<file path="src/rtl/pulse_interval_meter_if.sv">
// Control and result signals of the pulse interval meter.
// The bench drives through master; the meter uses slave.
interface pulse_interval_meter_if #(
  parameter int WIDTH = 9
);
  logic             start;
  logic             abort;
  logic             continuous;
  logic             count_en;
  logic             pulse_in;
  logic [WIDTH-1:0] interval;
  logic             valid;
  logic             overflow;
  logic             busy;

  modport master (
    output start, abort, continuous, count_en, pulse_in,
    input  interval, valid, overflow, busy
  );

  modport slave (
    input  start, abort, continuous, count_en, pulse_in,
    output interval, valid, overflow, busy
  );
endinterface

</file>
<file path="src/rtl/pulse_interval_meter.sv">
// Measures the spacing between rising edges of pulse_in in count_en-qualified
// cycles, with a saturating counter and single-shot or back-to-back modes.
module pulse_interval_meter #(
  parameter int WIDTH = 9
) (
  input logic                    clock,
  input logic                    reset,
  pulse_interval_meter_if.slave  bus
);
  localparam logic [WIDTH-1:0] CNT_MAX = '1;

  typedef enum logic [1:0] {IDLE, ARMED, MEASURE} state_t;

  state_t           state, state_nxt;
  logic [WIDTH-1:0] counter, counter_nxt, count_inc;
  logic             sat, sat_nxt, sat_inc;
  logic             cont_mode, cont_nxt;
  logic             pulse_prev, edge_det;
  logic [WIDTH-1:0] interval_p1, interval_nxt;
  logic             ovf_p1, ovf_nxt;
  logic             vld_p1, vld_nxt;

  function automatic logic [WIDTH-1:0] sat_incr(input logic [WIDTH-1:0] v,
                                                input logic en);
    if (en && (v != CNT_MAX))
      return v + WIDTH'(1);
    return v;
  endfunction

  assign edge_det  = bus.pulse_in & ~pulse_prev;
  assign count_inc = sat_incr(counter, bus.count_en);
  // Reaching the maximum flags saturation even on an exact count.
  assign sat_inc   = sat | (count_inc == CNT_MAX);

  always_comb begin
    state_nxt    = state;
    counter_nxt  = counter;
    sat_nxt      = sat;
    cont_nxt     = cont_mode;
    interval_nxt = interval_p1;
    ovf_nxt      = ovf_p1;
    vld_nxt      = 1'b0;
    if (bus.abort) begin
      state_nxt   = IDLE;
      counter_nxt = '0;
      sat_nxt     = 1'b0;
    end else begin
      case (state)
        IDLE: begin
          if (bus.start) begin
            state_nxt = ARMED;
            cont_nxt  = bus.continuous;
          end
        end
        ARMED: begin
          if (edge_det) begin
            state_nxt   = MEASURE;
            counter_nxt = '0;
            sat_nxt     = 1'b0;
          end
        end
        MEASURE: begin
          if (edge_det) begin
            interval_nxt = count_inc;
            ovf_nxt      = sat_inc;
            vld_nxt      = 1'b1;
            counter_nxt  = '0;
            sat_nxt      = 1'b0;
            if (!cont_mode)
              state_nxt = IDLE;
          end else begin
            counter_nxt = count_inc;
            sat_nxt     = sat_inc;
          end
        end
        default: state_nxt = IDLE;
      endcase
    end
  end

  // Stage p0: edge history, FSM state and running count.
  always_ff @(posedge clock or negedge reset) begin
    if (!reset) begin
      state      <= IDLE;
      counter    <= '0;
      sat        <= 1'b0;
      cont_mode  <= 1'b0;
      pulse_prev <= 1'b0;
    end else begin
      state      <= state_nxt;
      counter    <= counter_nxt;
      sat        <= sat_nxt;
      cont_mode  <= cont_nxt;
      pulse_prev <= bus.pulse_in;
    end
  end

  // Stage p1: captured result, held until the next capture.
  always_ff @(posedge clock or negedge reset) begin
    if (!reset) begin
      interval_p1 <= '0;
      ovf_p1      <= 1'b0;
      vld_p1      <= 1'b0;
    end else begin
      interval_p1 <= interval_nxt;
      ovf_p1      <= ovf_nxt;
      vld_p1      <= vld_nxt;
    end
  end

  assign bus.interval = interval_p1;
  assign bus.overflow = ovf_p1;
  assign bus.valid    = vld_p1;
  assign bus.busy     = (state != IDLE);
endmodule

</file>
<file path="src/flat_wrapper.sv">
// flat-port wrapper written by rule: the top's interface ports become plain ports
module pulse_interval_meter_flat 
#(
  parameter int WIDTH = 9
)
  (clock, reset, bus_start, bus_abort, bus_continuous, bus_count_en, bus_pulse_in, bus_interval, bus_valid, bus_overflow, bus_busy);
  pulse_interval_meter_if #(.WIDTH(WIDTH)) bus_i ();
  input logic clock;
  input logic reset;
  input wire logic [$bits(bus_i.start)-1:0] bus_start;
  input wire logic [$bits(bus_i.abort)-1:0] bus_abort;
  input wire logic [$bits(bus_i.continuous)-1:0] bus_continuous;
  input wire logic [$bits(bus_i.count_en)-1:0] bus_count_en;
  input wire logic [$bits(bus_i.pulse_in)-1:0] bus_pulse_in;
  output wire logic [$bits(bus_i.interval)-1:0] bus_interval;
  output wire logic [$bits(bus_i.valid)-1:0] bus_valid;
  output wire logic [$bits(bus_i.overflow)-1:0] bus_overflow;
  output wire logic [$bits(bus_i.busy)-1:0] bus_busy;
  assign bus_i.start = bus_start;
  assign bus_i.abort = bus_abort;
  assign bus_i.continuous = bus_continuous;
  assign bus_i.count_en = bus_count_en;
  assign bus_i.pulse_in = bus_pulse_in;
  assign bus_interval = bus_i.interval;
  assign bus_valid = bus_i.valid;
  assign bus_overflow = bus_i.overflow;
  assign bus_busy = bus_i.busy;
  pulse_interval_meter #(.WIDTH(WIDTH)) u_core (.clock(clock), .reset(reset), .bus(bus_i));
endmodule
</file>
<file path="config.mk">
export PLATFORM = sky130hd
export DESIGN_NAME = pulse_interval_meter_flat
export DESIGN_NICKNAME = d
export VERILOG_FILES = /design/src/rtl/pulse_interval_meter_if.sv /design/src/rtl/pulse_interval_meter.sv /design/src/flat_wrapper.sv
export SDC_FILE = /design/constraint.sdc
export NUM_CORES = 1
export LEC_CHECK = 0
export BUFFER_PORTS_ARGS = -buffer_cell sky130_fd_sc_hd__buf_2
export CAP_MARGIN = 40
export CORE_MARGIN = 2
export CORE_UTILIZATION = 41
export CTS_CLUSTER_DIAMETER = 40
export DETAILED_ROUTE_END_ITERATION = 10
export SLEW_MARGIN = 0
export SYNTH_ARGS = -nofsm -noshare
export SYNTH_HDL_FRONTEND = slang
export SYNTH_SLANG_ARGS = --single-unit
</file>
<file path="constraint.sdc">
create_clock -name clock -period 6.9 [get_ports clock]
set_clock_uncertainty 0.2 [all_clocks]
set_input_delay 1.035 -clock clock [delete_from_list [all_inputs] [get_ports clock]]
set_output_delay 1.035 -clock clock [all_outputs]
set_load 0.005 [all_outputs]
</file>
==> results.md <==
- The flow ran to the end, and the final reports show no timing, DRC or antenna violations.
- The number of enable-type register cells in the synthesized netlist is 0.
- The library cells used most frequently in the layout, excluding fill and tap cells, are sky130_fd_sc_hd__dfrtp_1 (25), sky130_fd_sc_hd__nand2_1 (22), sky130_fd_sc_hd__o21ai_0 (20).
- After synthesis, the netlist uses 45 different library cells.
- Sequential cells were found to cover 46.7% of the synthesized design area.
- Detailed placement ended at an HPWL of 1900 µm.
- The design draws 0.000237 W.
- Global routing used 15.4% of the available tracks.
- The actual slew at the worst max-slew pin is 821 ps.
- Synthesis inferred 25 register bits.
- For this configuration, the core starts out at a cell density of 43.5%.
- The busiest layer in global routing is met2.
- In this run, the number of DRC markers left after iteration 0 of detailed routing was 47.
- Setup violations remaining at the end of the flow were counted as 0.
- Summing the areas of all fa, ha and maj instances in the mapped netlist gives 1.87% of the synthesized area.
- The relative slew slack is 45.1%.
- The number of antenna violations at the first check in global routing is 0.
- The met1 track demand over resource in global routing is 20.1%.
- The max capacitance violation total is 0.
- The count of endpoints failing hold in the final timing report is 0.
- In this run the number of H-tree levels came out at 1.
- The number of nets handed over by synthesis was 147.
- Entering global routing, the biggest net connects 26 pins.
- The post-cts gate resize count is 0.
- The synthesized netlist devotes 23.6% of its cell area to simple gates.
- The number of placement rows is 20.
- The average wire per cell in the routed design is 13.3 µm.
- The arrival time at the worst endpoint is 2870 ps.
- The final layout contains 164 nets.
- For this design, the sink count on the clock tree is 25.
- The mean cell area of the mapped netlist is 9.70 µm².
- Setup repair after global routing left no endpoint under its margin.
- The power per cell area is 160 nW/µm².
- By area, the combinational part of the netlist is dominated by simple AND/OR/NAND/NOR gates.
- The clock-pin slew on the worst setup and hold paths is 150 ps.
- The portion of the clock cycle consumed by the worst path in the final layout is 41.0%.
- The number of I/O pins is 19.
- The count of buffers added by post-CTS timing repair for setup is 0.
- The share of cells above drive strength 1 is 24.0%.
- In this run the critical register-to-register path is captured at u_core.bus.overflow.
- The routability congestion estimate from global placement is 0.918.
- The die is 61.1 µm wide.
- The launch point of the worst path is u_core.counter[0].
- Relative to the synthesized area, the layout overhead comes to 10.4%.
- The wire length after detailed routing is 2640 µm.
- The remaining antenna violation count after routing is 0.
- The met2 layer usage reported by global route is 25.4%.
- After Yosys synthesis, XOR and XNOR cells account for 4.58% of the synthesized area.
- The later-pin clock latency in the skew report is 330 ps.
- In this run the critical register-to-register path is launched from u_core.counter[0].
- The global-route track usage on met3 is 3.99%.
- The launching element type of the critical path is a register.
- The category of the worst setup path capture point is a register.
- The worst setup path is of the reg2reg kind.
- The count of buffers inserted at the top-level ports is 18.
- The post-placement setup slack is 4090 ps.
- The class of the tightest hold or removal check is reg2reg.
- The floorplan step set the die height to 61.1 µm.
- After routing the design area is 1480 µm².
- The first-pass GRT wire length is 4290 µm.
- Clock tree synthesis inserted a total of 3 buffers.
- The proportion of synthesized flip-flops having asynchronous set or reset is 100%.
- The peak fanout along the critical path is 11.
- The depth of the most critical reg-to-reg path is 8.
- After layout, the worst setup slack is 4070 ps.
- The multiplexer share of the synthesized area is 2.34%.
- The max-slew violation count is 0.
- The highest ir drop seen on vdd is 0.000126 V.
- The final antenna diode count is 0.
- The total vias in the final route is 1051.
- Setup slack on the worst reg-to-reg path comes out at 4070 ps.
- The summed instance area of the synthesized netlist is 1340 µm².
- The clock tree from TritonCTS is built.
- In the synthesized netlist the dominant register cell turns out to be sky130_fd_sc_hd__dfrtp_1.
- The clock passes through at most 2 buffers.
- The post-cts hold buffer count is 0.
- The number of global-route vias before repair came to 1002.
- In this run the static leakage power is 0.655 nW.
- The endpoint of the worst setup timing path is u_core.bus.overflow.
- Leaving out fill and tap cells, the most frequent cell in the layout is sky130_fd_sc_hd__dfrtp_1.
- The floorplan step defined a die boundary enclosing 3740 µm².
- The data required time at the worst endpoint is 6940 ps.
- Derived from the worst setup path, the maximum achievable clock frequency is 354 MHz.
- The instance area at placement is 1450 µm².
- Cells fill 48.0% of the core in the end.
- Synthesis produced a netlist whose cell count is 138.
- The floorplan step defined a core boundary enclosing 3080 µm².
- The Yosys step of the flow raised 0 warnings.
- After detailed routing, the number of remaining DRC violations is 0.
- The via-per-instance ratio is 5.31.
- Global routing finished with a remaining overflow of 0.
- The first detailed-routing pass took 4 iterations.
- The cell sitting at the root of the clock tree is a sky130_fd_sc_hd__clkbuf_4.
- The synthesized netlist devotes 17.4% of its cell area to compound gates.
- Setup total negative slack on the finished layout was measured at 0 ps.
- The worst path needs 2830 ps of the cycle, external delays included.
[cells by family after synthesis]
logic type	Yosys count
buffers and inverters	9
multiplexers	3
AO/OA/AOI/OAI	38
AND/OR/NAND/NOR	54
XOR/XNOR	7
adder cells (fa/ha/maj)	2
flip-flops	25
[where the power goes]
group / internal [W] / switching (W)
Combinational: 0.00000664 / 0.0000101
Clock: 0.0000222 / 0.0000456
Sequential: 0.000150 / 0.00000252
[registers in the layout, indices dropped and copies added, names as in the netlist]
signal,count
u_core.cont_mode,1
u_core.sat,1
u_core.bus.overflow,1
u_core.counter,9
u_core.state,2
u_core.pulse_prev,1
u_core.bus.valid,1
u_core.bus.interval,9
[worst max-delay path, cell delays in order (launching register included)]
cell and delay, ps:
sky130_fd_sc_hd__dfrtp_1 480, sky130_fd_sc_hd__ha_1 340, sky130_fd_sc_hd__nand3_1 100, sky130_fd_sc_hd__nor3_1 50, sky130_fd_sc_hd__ha_1 220, sky130_fd_sc_hd__nor2b_1 650, sky130_fd_sc_hd__a31oi_1 170, sky130_fd_sc_hd__a211o_1 340
sky130_fd_sc_hd__o31ai_2 190
[metal layers]
| layer | routed length (µm) | vias to the layer above |
|---|---|---|
| met5 | 0 | - |
| met4 | 38 | 0 |
| met3 | 130 | 4 |
| met2 | 1250 | 36 |
| met1 | 1220 | 490 |
| li1 | - | 521 |
[cell type report]
cell class                      instances  area [µm²]
Clock buffer                            3        22.5
Clock inverter                          1        7.51
Fill cell                             311        1600
Inverter                                3        11.3
Multi-Input combinational cell        104         666
Sequential cell                        25         626
Tap cell                               44        55.1
Timing Repair Buffer                   18        90.1
[metrics by stage]
| step | hold WS (ps) | cells |
|---|---|---|
| floorplan | 273 | 138 |
| global placement | 255 | 194 |
| detailed placement | 265 | 194 |
| CTS | 298 | 198 |
| global route | 327 | 198 |
| finish | 289 | 198 |
[how the worst min path moves through the flow]
stage / start / cells after the start / end
2_1_floorplan: u_core.bus.interval[0] / 2 / u_core.bus.interval[0]
5_1_grt: u_core.bus.interval[7] / 2 / u_core.bus.interval[7]
3_5_place_dp: u_core.bus.interval[6] / 2 / u_core.bus.interval[6]
4_1_cts: u_core.bus.interval[6] / 2 / u_core.bus.interval[6]
3_3_place_gp: u_core.bus.interval[0] / 2 / u_core.bus.interval[0]
6_report: u_core.bus.interval[6] / 2 / u_core.bus.interval[6]
[cell usage after synthesis (all sizes together), types with 2 or more instances]
library cell   n  area [µm²]
a21oi          6        33.8
a32o           2        20.0
and4b          2        22.5
buf            3        23.8
clkbuf         3        12.5
dfrtp         25         626
ha             2        25.0
inv            3        11.3
mux2i          2        20.0
nand2         23        88.8
nand2b         2        12.5
nand3          2        10.0
nor2           7        28.8
nor2b          3        18.8
nor3           6        40.0
nor3b          2        20.0
o21ai         21         105
o31ai          2        20.0
xnor2          5        43.8
xor2           2        17.5
Note: power is estimated with default switching activity, not from simulation.
